[src/rtl/rst_seq_pkg.sv]
// rst_seq_pkg: state encoding and status widths shared by the reset sequencer.
package rst_seq_pkg;
   typedef enum logic [1:0] {
      WAIT_LOCK = 2'd0,
      RELEASE   = 2'd1,
      RUN       = 2'd2,
      HOLD      = 2'd3
   } state_t;
   localparam int LOSS_W = 8;
endpackage

[src/rtl/rst_lock_filter.sv]
// rst_lock_filter: requires lock high on LOCK_FILT+1 consecutive enabled edges,
// then pulses lock_ok for one cycle; lock_drop flags lock currently low.
module rst_lock_filter #(
   parameter int LOCK_FILT = 15,
   parameter int CW        = 8
) (
   input  logic clk_12M,
   input  logic n_reset,
   input  logic en,
   input  logic lock,
   output logic lock_ok,
   output logic lock_drop
);
   logic [CW-1:0] lock_cnt_q, lock_cnt_d;
   assign lock_ok   = en & lock & (lock_cnt_q == CW'(LOCK_FILT));
   assign lock_drop = ~lock;
   // The count restarts on any low sample, outside the waiting phase, and once passed.
   always_comb lock_cnt_d = (en & lock & ~lock_ok) ? lock_cnt_q + 1'b1 : '0;
   always_ff @(posedge clk_12M) begin
      if (!n_reset) lock_cnt_q <= '0;
      else          lock_cnt_q <= lock_cnt_d;
   end
endmodule

[src/rtl/rst_seq_ctrl.sv]
// rst_seq_ctrl: PLL-lock filtered, staged release of active-low domain resets with warm-reset handshake.
// Defining RST_SEQ_STATUS_EN adds the state_o and loss_cnt status outputs.
module rst_seq_ctrl
   import rst_seq_pkg::*;
#(
   parameter int STAGES    = 4,
   parameter int STAGE_DLY = 255,
   parameter int LOCK_FILT = 15,
   parameter int CW        = 8
) (
   input  logic              clk_12M,
   input  logic              n_reset,
   input  logic              lock,
   input  logic              sw_rst_req,
   input  logic              lost_clr,
   output logic              sw_rst_ack,
   output logic [STAGES-1:0] n_rst_out,
   output logic              ready,
   output logic              lock_lost
`ifdef RST_SEQ_STATUS_EN
   ,
   output logic [1:0]        state_o,
   output logic [LOSS_W-1:0] loss_cnt
`endif
);
   localparam int SW = STAGES > 1 ? $clog2(STAGES) : 1;
   state_t            state_q, state_d;
   logic [CW-1:0]     dly_q, dly_d;
   logic [SW-1:0]     stage_q, stage_d;
   logic [STAGES-1:0] n_rst_out_q, n_rst_out_d;
   logic              ready_q, ready_d, ack_q, ack_d, lost_q, lost_d, req_q;
   logic              lock_ok, lock_drop, loss, req_rise, dly_done;

   rst_lock_filter #(.LOCK_FILT(LOCK_FILT), .CW(CW)) u_filt (
      .clk_12M   (clk_12M),
      .n_reset   (n_reset),
      .en        (state_q == WAIT_LOCK),
      .lock      (lock),
      .lock_ok   (lock_ok),
      .lock_drop (lock_drop)
   );

   assign req_rise = sw_rst_req & ~req_q;
   assign dly_done = dly_q == CW'(STAGE_DLY);
   assign loss     = lock_drop & (state_q != WAIT_LOCK);

   always_comb begin
      state_d     = state_q;
      dly_d       = dly_q;
      stage_d     = stage_q;
      n_rst_out_d = n_rst_out_q;
      ready_d     = ready_q;
      ack_d       = 1'b0;
      lost_d      = loss | (lost_q & ~lost_clr);
      // Lock loss overrides every state action, including a pending ack.
      if (loss) begin
         state_d     = WAIT_LOCK;
         dly_d       = '0;
         stage_d     = '0;
         n_rst_out_d = '0;
         ready_d     = 1'b0;
      end else begin
         case (state_q)
            WAIT_LOCK: if (lock_ok) begin
               state_d = RELEASE;
               dly_d   = '0;
               stage_d = '0;
            end
            RELEASE: if (!dly_done) dly_d = dly_q + 1'b1;
            else begin
               n_rst_out_d = n_rst_out_q | (STAGES'(1) << stage_q);
               dly_d       = '0;
               stage_d     = stage_q + 1'b1;
               if (stage_q == SW'(STAGES - 1)) begin
                  ready_d = 1'b1;
                  state_d = RUN;
               end
            end
            RUN: if (req_rise) begin
               state_d     = HOLD;
               n_rst_out_d = '0;
               ready_d     = 1'b0;
               dly_d       = '0;
            end
            HOLD: if (!dly_done) dly_d = dly_q + 1'b1;
            else begin
               ack_d   = 1'b1;
               state_d = RELEASE;
               stage_d = '0;
               dly_d   = '0;
            end
         endcase
      end
   end

   always_ff @(posedge clk_12M) begin
      if (!n_reset) begin
         state_q     <= WAIT_LOCK;
         dly_q       <= '0;
         stage_q     <= '0;
         n_rst_out_q <= '0;
         ready_q     <= 1'b0;
         ack_q       <= 1'b0;
         lost_q      <= 1'b0;
         req_q       <= 1'b0;
      end else begin
         state_q     <= state_d;
         dly_q       <= dly_d;
         stage_q     <= stage_d;
         n_rst_out_q <= n_rst_out_d;
         ready_q     <= ready_d;
         ack_q       <= ack_d;
         lost_q      <= lost_d;
         req_q       <= sw_rst_req;
      end
   end

   assign n_rst_out  = n_rst_out_q;
   assign ready      = ready_q;
   assign sw_rst_ack = ack_q;
   assign lock_lost  = lost_q;

`ifdef RST_SEQ_STATUS_EN
   logic [LOSS_W-1:0] loss_cnt_q, loss_cnt_d;
   always_comb loss_cnt_d = (loss && loss_cnt_q != '1) ? loss_cnt_q + 1'b1 : loss_cnt_q;
   always_ff @(posedge clk_12M) begin
      if (!n_reset) loss_cnt_q <= '0;
      else          loss_cnt_q <= loss_cnt_d;
   end
   assign state_o  = state_q;
   assign loss_cnt = loss_cnt_q;
`endif
endmodule

[config.mk]
export PLATFORM = sky130hd
export DESIGN_NAME = rst_seq_ctrl
export DESIGN_NICKNAME = d
export VERILOG_FILES = /design/src/rtl/rst_seq_pkg.sv /design/src/rtl/rst_lock_filter.sv /design/src/rtl/rst_seq_ctrl.sv
export SDC_FILE = /design/constraint.sdc
export NUM_CORES = 1
export LEC_CHECK = 0
export CAP_MARGIN = 10
export CORE_MARGIN = 4
export CORE_UTILIZATION = 60
export DETAILED_ROUTE_END_ITERATION = 7
export MAX_ROUTING_LAYER = met4
export PLACE_DENSITY_LB_ADDON = 0.2
export SYNTH_ARGS = -nofsm -noshare
export SYNTH_HDL_FRONTEND = slang
export SYNTH_SLANG_ARGS = --single-unit
[constraint.sdc]
create_clock -name clk_12M -period 3.8 [get_ports clk_12M]
set_input_delay 1.14 -clock clk_12M [delete_from_list [all_inputs] [get_ports clk_12M]]
set_output_delay 1.14 -clock clk_12M [all_outputs]
set_load 0.02 [all_outputs]
# After elaboration in Yosys (flattened, before gate mapping)
# Index checks and enable logic that the tools add are counted.
# word_totals
input_bits	5
word_cells	73
regBits	28
out_inout_bits	7
# classes
eq_ne	11
shifts	1
n_reduce_logical	13
mux	22
n_bitwise	14
add_sub_neg	3
# ops
op	n
two-way mux 8 bit	3
one-hot mux 8 bit (3 select lines)	1
adder 8 x 1 -> 8 bit (second input constant)	2
two-way mux 2 bit	8
inequality test 2 bit (second input constant)	5
== test 8 x 4 -> 1 bit (second input constant)	1
== test 8 bit (second input constant)	1
two-way mux 4 bit	2
one-hot mux 2 bit (4 select lines)	1
one-hot mux 4 bit (2 select lines)	1
AND reduction 4 bit	2
bitwise AND 1 bit	6
== test 2 bit (second input constant)	3
inverter 1 bit	6
one-hot mux 2 bit (3 select lines)	1
AND reduction 5 bit	1
two-way mux 1 bit	4
bitwise OR 4 bit	1
AND reduction 2 bit	2
nonzero test 2 bit	2
OR reduction 2 bit	2
left shift 1 x 2 -> 4 bit (first input constant)	1
AND reduction 3 bit	1
nonzero test 3 bit	1
other kinds (6)	6

# Logic depth before layout (Yosys ltp)
# Gate-level depths: netlist of run 1.
# logic_depth
depth_word	6
ltp_mapped	7
ltp_nobuf	6

# Cells and area by module
# Synthesis of run 1 repeated with hierarchy kept, for this count alone.
# hier_totals
cells_unflattened	156
area_unflattened_um2	1412.6
# by_module_without_submodules
mod	instances	cells_each	seq_area_each_um2	area_each_um2
rst_seq_ctrl	1	114	400.4	1057.3
rst_lock_filter	1	42	160.2	355.3

# Worst setup path before layout of run 1
# No wires, ideal clock.
# synth_path
kind	input -> register
startpoint	input lock
endpoint	register dly_q[0]
n_path_buf	0
stages	4
arrival_time_ns	2.071
setup_time_ns	0.070
slack_ns	1.659
path_cell_list	nand4_1 > o21a_4 > or4_1 > a21oi_1
# synth_between
elab_chain_cells	4
# synth_lines
element	line_no	rtl
from (decl)	rst_seq_ctrl.sv:13	input logic lock,
bitwise AND 1 bit (2 in a row)	rst_lock_filter.sv:15	assign lock_ok = en & lock & (lock_cnt_q == CW'(LOCK_FILT));
inequality test 2 bit (no line)	n/a	
AND reduction 2 bit (no line)	n/a	
to (signal assigned)	rst_seq_ctrl.sv:108	dly_q <= dly_d;
to (decl)	rst_seq_ctrl.sv:28	logic [CW-1:0] dly_q, dly_d;
# Parallel ways exist; a longest one is shown, timed or not.
# A chain may end at the register's enable or synchronous reset.

# Final worst setup path of run 1
# layout_path
startpoint	input lock
endpoint	register dly_q[5]
# Same word-level chain as after synthesis.

==> results of run 1 <==
[layout make-up]
type / instances / area, um2 / area share
inverters: 6 / 22.5 / 0.0142
repair buffers: 12 / 118 / 0.0739
clock buffers: 4 / 36.3 / 0.0228
multi-input cells: 123 / 820 / 0.515
flip-flops and latches: 28 / 561 / 0.352
well taps: 28 / 35.0 / 0.0220
[worst max path at each step]
stage / cells past startpoint / end / slack (ns) / startpoint
after floorplan: 4 / dly_q[0] / 1.66 / lock
after detailed placement: 6 / dly_q[5] / 0.91 / n_reset
final: 6 / dly_q[5] / 1.21 / lock
after global routing: 6 / dly_q[5] / 1.15 / n_reset
after global placement: 6 / dly_q[5] / 0.99 / lock
after CTS: 6 / dly_q[5] / 1.25 / n_reset
[layer usage]
layer	GRT usage	routed length, um
met5	-	0
met4	0.0746	31
met3	0.0207	79
met2	0.340	1540
met1	0.245	1400
[registers in the layout, indices dropped and copies added, names as in the netlist]
signal / count
dly_q: 8
u_filt.lock_cnt_q: 8
n_rst_out: 4
stage_q: 2
state_q: 2
lock_lost: 1
ready: 1
req_q: 1
sw_rst_ack: 1
[kinds of logic after synthesis]
family | synth area share
multiplexers | 0.0212
XOR/XNOR | 0.0309
AND/OR/NAND/NOR | 0.237
flip-flops | 0.396
buffers and inverters | 0.0256
adder cells (fa/ha/maj) | 0.106
AO/OA/AOI/OAI | 0.184
[worst max-delay path: stages]
cell and delay, ns:
sky130_fd_sc_hd__clkdlybuf4s50_1 0.55, sky130_fd_sc_hd__o21ai_0 0.09, sky130_fd_sc_hd__buf_4 0.18, sky130_fd_sc_hd__or4_1 0.50
sky130_fd_sc_hd__nor4_1 0.25, sky130_fd_sc_hd__a31o_2 0.15
[per-stage QoR]
stage / util / hold WS (ns) / total power (uW) / worst slack [ns] / cell area, um2
CTS: 0.713 / 0.484 / 460 / 1.25 / 1590
finish: 0.713 / 0.480 / 455 / 1.21 / 1590
detailed placement: 0.696 / 0.453 / 319 / 0.906 / 1560
global placement: 0.696 / 0.427 / 318 / 0.995 / 1560
floorplan: - / 0.418 / 311 / 1.66 / 1420
global route: 0.713 / 0.517 / 473 / 1.15 / 1590
[cells in the mapped netlist, types with 3 or more instances]
cell type and instances:
sky130_fd_sc_hd__dfxtp_1 28, sky130_fd_sc_hd__nand2_1 14, sky130_fd_sc_hd__nor2_1 13, sky130_fd_sc_hd__ha_1 12, sky130_fd_sc_hd__nand3_1 11, sky130_fd_sc_hd__nor3_1 7, sky130_fd_sc_hd__o21ai_0 7, sky130_fd_sc_hd__a31oi_1 6
sky130_fd_sc_hd__inv_1 6, sky130_fd_sc_hd__nand4_1 5, sky130_fd_sc_hd__a21oi_1 4, sky130_fd_sc_hd__a32o_1 3, sky130_fd_sc_hd__mux2i_1 3, sky130_fd_sc_hd__xnor2_1 3
[power by group]
| part | switching [uW] | internal [uW] | leakage [uW] |
|---|---|---|---|
| sequential | 0.875 | 295 | 0.000226 |
| combinational | 9.54 | 7.14 | 0.000276 |
| clock | 84.0 | 58.7 | 0.0000210 |
==> out/results.md, run 1 <==
Die
- I/O Pins: 12
- initial cell density of the core: 0.634
- Die H: 56.6 um
- Placement Rows: 17
- Die Area: 3200 um2
- die extent in x: 56.6 um
- core footprint: 2230 um2

Drt
- DRC violation count after routing: 0
- Antenna Nets Post-Route: 0
- number of iterations in the first detailed-routing pass: 4
- average wire per standard cell: 15.1 um
- total via count after detailed routing: 1240
- post-detailed-routing wire length: 3.04 mm
- First DRT Iteration DRCs: 62
- vias per std cell: 6.17

Logic synthesis
- number of synthesized flops with an enable pin: 0
- number of distinct library cells after synthesis: 41
- fraction of registers with async set or reset after synthesis: 0
- flops & latches, synth: 28
- nets in the synthesized netlist: 177
- area share of the largest cell type after synthesis: 0.396
- number of instances in the synthesized netlist: 160
- main flop type after synthesis: sky130_fd_sc_hd__dfxtp_1
- top cells by area in the synthesized netlist: sky130_fd_sc_hd__dfxtp_1 40%, sky130_fd_sc_hd__ha_1 11%, sky130_fd_sc_hd__nand3_1 3.9%
- fraction of the yosys area taken by sequential cells: 0.396
- Netlist Area Pre-Place: 1420 um2
- total of warnings raised by yosys: 0
- leading area contributor after synthesis: sky130_fd_sc_hd__dfxtp_1
- mean cell area of the mapped netlist: 8.85 um2

Timing
- final cycle utilization of the critical path: 0.682
- pin slew with the least headroom to its limit: 0.565 ns
- final critical delay including setup and external delays: 2.59 ns
- Max Freq: 386 MHz
- number of failing setup endpoints in the final timing report: 0
- RSZ-0062 raised after global routing: false
- Post-Route Skew: 0.00441 ns
- worst relative slew slack: 0.619
- final hold viol count: 0
- count of pins over their slew limit: 0
- setup TNS after final layout: 0 ns

Setup path
- reg-to-reg setup timing slack: 1.72 ns
- biggest fanout along the worst timing path: 11
- FF-to-FF path depth: 7
- Worst R2R Start: state_q[1]
- worst setup path category: in2reg
- Worst Path Arrival: 2.88 ns
- Crit path required time: 4.08 ns
- worst r2r dst: dly_q[5]
- element type at the critical path start: primary input
- element type at the critical path end: flip-flop

CTS
- count of hold-fix buffers inserted at cts: 0
- clock-pin slew on the worst setup and hold paths: 0.14 ns
- worst-case clock buffer depth: 2
- TritonCTS clock tree: done
- cell at the root of the clock tree: sky130_fd_sc_hd__clkbuf_4
- H-tree levels: 1
- # clock sinks: 28
- Inserted Clock Buffers: 3
- clock latency at the later pin of the worst-skew pair: 0.32 ns
- post-CTS setup repair buffer count: 0
- count of cells resized by post-cts repair: 0

Run
- max cap viols: 0

Placement
- number of buffer cells added on primary ports: 11
- hpwl dp: 2.28 mm
- GP Congestion: 0.800
- placed instance count: 197

Pwr
- power density relative to cell area: 286 nW/um2
- reported leakage power: 0.000523 uW
- VDD IR-drop max: 0.274 mV

Global route
- global-route wire length before repair: 5.07 mm
- global-route congestion overflow total: 0
- via count of the first global-routing pass: 1173
- all-layer global routing usage: 0.201
- maximum number of pins on one net before global-route repair: 16
- initial antenna violation count: 0

Cells and area
- number of standard cells in the final layout excluding fillers: 201
- diode count: 0
- Filler Cell Count: 182
- most common cell after layout, fill and taps aside: sky130_fd_sc_hd__dfxtp_1
- final net count: 191
- most used cells in the layout excluding fill and tap cells: 28 x sky130_fd_sc_hd__dfxtp_1, 14 x sky130_fd_sc_hd__nand2_1, 13 x sky130_fd_sc_hd__nor2_1
- signed area change from the synthesized netlist to the final layout: 12.4%
- fraction of layout instances using a drive strength above 1: 0.0636

Hold path
- startpoint of the worst hold path: u_filt.lock_cnt_q[0]
- terminating pin of the worst hold path: u_filt.lock_cnt_q[0]
- worst hold path depth: 1
- type of the worst min-delay path: reg2reg

Run status
- result of the run: completed

No activity file was read; power rests on OpenSTA's default activity.
==> inputs of run 2 (changes only) <==
Settings changed: CORE_UTILIZATION 60 to 51.
Clock period 3.8 ns to 2.15 ns, I/O delays scaled along.
==> run 2 against run 1 <==
- combinational power up 120%
- non-clock buffer count up 9
- via count up 1.7%
- clock skew up 0.0067 ns
==> out/results.md, run 2 (synthesized netlist as in run 1, its figures left out) <==
Timing
- RSZ-0062 raised after global routing: false, unchanged
- final cycle utilization of the critical path: 0.936
- final critical delay including setup and external delays: 2.01 ns
- number of failing setup endpoints in the final timing report: 0, unchanged
- worst relative slew slack: 0.599, was 0.619
- Post-Route Skew: 0.0111 ns, was 0.00441 ns
- Max Freq: 497 MHz
- count of pins over their slew limit: 0, unchanged
- tightest hold margin: 0.457 ns, was 0.480 ns
- final hold viol count: 0, unchanged
- Setup WS post-layout: 0.137 ns, was 1.21 ns
- pin slew with the least headroom to its limit: 0.595 ns, was 0.565 ns

Drt
- number of iterations in the first detailed-routing pass: 4, unchanged
- total via count after detailed routing: 1261, was 1240
- DRC violation count after routing: 0, unchanged
- vias per std cell: 5.95, was 6.17
- First DRT Iteration DRCs: 65, was 62
- average wire per standard cell: 14.8 um, was 15.1 um
- Antenna Nets Post-Route: 0, unchanged
- post-detailed-routing wire length: 3.14 mm, was 3.04 mm

CTS
- post-CTS setup repair buffer count: 0, unchanged
- worst-case clock buffer depth: 2, unchanged
- H-tree levels: 1, unchanged
- count of cells resized by post-cts repair: 0, unchanged
- count of hold-fix buffers inserted at cts: 0, unchanged
- clock latency at the later pin of the worst-skew pair: 0.33 ns, was 0.32 ns
- clock-pin slew on the worst setup and hold paths: 0.15 ns, was 0.14 ns
- # clock sinks: 28, unchanged
- Inserted Clock Buffers: 3, unchanged
- TritonCTS clock tree: done, unchanged
- cell at the root of the clock tree: sky130_fd_sc_hd__clkbuf_4, unchanged

Run status
- result of the run: completed, unchanged

Placement
- GP Congestion: 0.884, was 0.800
- cell area reported after detailed placement: 1640 um2, was 1560 um2
- hpwl dp: 2.42 mm, was 2.28 mm
- worst setup slack after placement: -0.0841 ns, was 0.906 ns
- number of buffer cells added on primary ports: 11, unchanged
- placed instance count: 208, was 197

Setup path
- count of cell instances traversed by the critical path: 6, unchanged
- element type at the critical path end: flip-flop, unchanged
- peak per-stage delay on the critical path: 0.43 ns, was 0.55 ns
- Cell Chain, Critical Path: inv_1 -> ha_1 -> or2_2 -> o21ai_0 -> and4_1 -> mux2i_1, was clkdlybuf4s50_1 -> o21ai_0 -> buf_4 -> or4_1 -> nor4_1 -> a31o_2
- Crit path required time: 2.42 ns, was 4.08 ns
- element type at the critical path start: flip-flop, was primary input
- FF-to-FF path depth: 6, was 7
- Worst Path Arrival: 2.29 ns, was 2.88 ns
- Bufs and invs on worst path: 1, was 2
- biggest fanout along the worst timing path: 6, was 11
- worst setup path category: reg2reg, was in2reg
- cell type of the slowest stage on the worst timing path: sky130_fd_sc_hd__dfxtp_1, was sky130_fd_sc_hd__clkdlybuf4s50_1
- crit-path leading delay family: simple AND/OR/NAND/NOR gates, unchanged

Die
- Die H: 60.7 um, was 56.6 um
- I/O Pins: 12, unchanged
- die extent in x: 60.7 um, was 56.6 um
- initial cell density of the core: 0.552, was 0.634
- Die Area: 3680 um2, was 3200 um2
- core footprint: 2570 um2, was 2230 um2
- Placement Rows: 18, was 17

Global route
- all-layer global routing usage: 0.200, was 0.201
- initial antenna violation count: 0, unchanged
- maximum number of pins on one net before global-route repair: 16, unchanged
- via count of the first global-routing pass: 1223, was 1173
- global-route wire length before repair: 5.44 mm, was 5.07 mm
- global-route congestion overflow total: 0, unchanged

Cells and area
- most used cells in the layout excluding fill and tap cells: 28 x sky130_fd_sc_hd__dfxtp_1, 14 x sky130_fd_sc_hd__nand2_1, 13 x sky130_fd_sc_hd__nor2_1, unchanged
- number of standard cells in the final layout excluding fillers: 212, was 201
- final net count: 200, was 191
- Filler Cell Count: 227, was 182
- fraction of layout instances using a drive strength above 1: 0.110, was 0.0636
- diode count: 0, unchanged
- post-route cell area: 1670 um2, was 1590 um2
- signed area change from the synthesized netlist to the final layout: 18.2%, was 12.4%
- most common cell after layout, fill and taps aside: sky130_fd_sc_hd__dfxtp_1, unchanged

Hold path
- worst hold path depth: 1, unchanged
- type of the worst min-delay path: reg2reg, unchanged

Run
- max cap viols: 0, unchanged

Pwr
- reported leakage power: 0.000573 uW, was 0.000523 uW
- power density relative to cell area: 488 nW/um2, was 286 nW/um2
- VDD IR-drop max: 0.397 mV, was 0.274 mV

-- run 2: cell count changes in the layout (fill, tap and decap cells not counted), sizes merged --
| cell | previous run | this run |
|---|---|---|
| buf | 1 | 10 |
-- run 2: area by class of cell --
| type | instances | area, um2 | share of cell area |
|---|---|---|---|
| Inverter | 6 | 22.5 | 0.0135 |
| Sequential cell | 28 | 561 | 0.335 |
| Timing Repair Buffer | 21 | 198 | 0.118 |
| Clock buffer | 4 | 36.3 | 0.0217 |
| Tap cell | 30 | 37.5 | 0.0224 |
| Multi-Input combinational cell | 123 | 820 | 0.490 |
-- run 2: power breakdown --
group          leakage [uW]  switching (uW)  total [uW]  internal (uW)
logic              0.000326            17.9        36.4           18.5
registers          0.000226            1.47         523            522
clock network     0.0000210             153         257            104
-- run 2: metrics by stage --
stage           util  power (uW)  TNS, ns
2_1_floorplan      -         549        0
3_3_place_gp   0.638         569   -0.111
3_5_place_dp   0.638         571   -0.274
4_1_cts        0.652         825        0
5_1_grt        0.652         852        0
6_report       0.652         816        0
-- run 2: path summary, 6_finish.rpt --
kind / from / endpoint / slack [ns]
worst max-delay path: state_q[1] / state_q[1] / 0.14
worst min-delay path: u_filt.lock_cnt_q[0] / u_filt.lock_cnt_q[0] / 0.46
worst max register to register: state_q[1] / state_q[1] / 0.14
worst min register to register: u_filt.lock_cnt_q[0] / u_filt.lock_cnt_q[0] / 0.46
-- run 2: routing by layer --
| metal | part of all wire | up-vias | GRT usage |
|---|---|---|---|
| met4 | 0.013 | 0 | 0.0805 |
| met5 | 0 | - | - |
| met2 | 0.49 | 31 | 0.328 |
| li1 | - | 633 | - |
| met1 | 0.45 | 592 | 0.245 |
| met3 | 0.045 | 5 | 0.0298 |
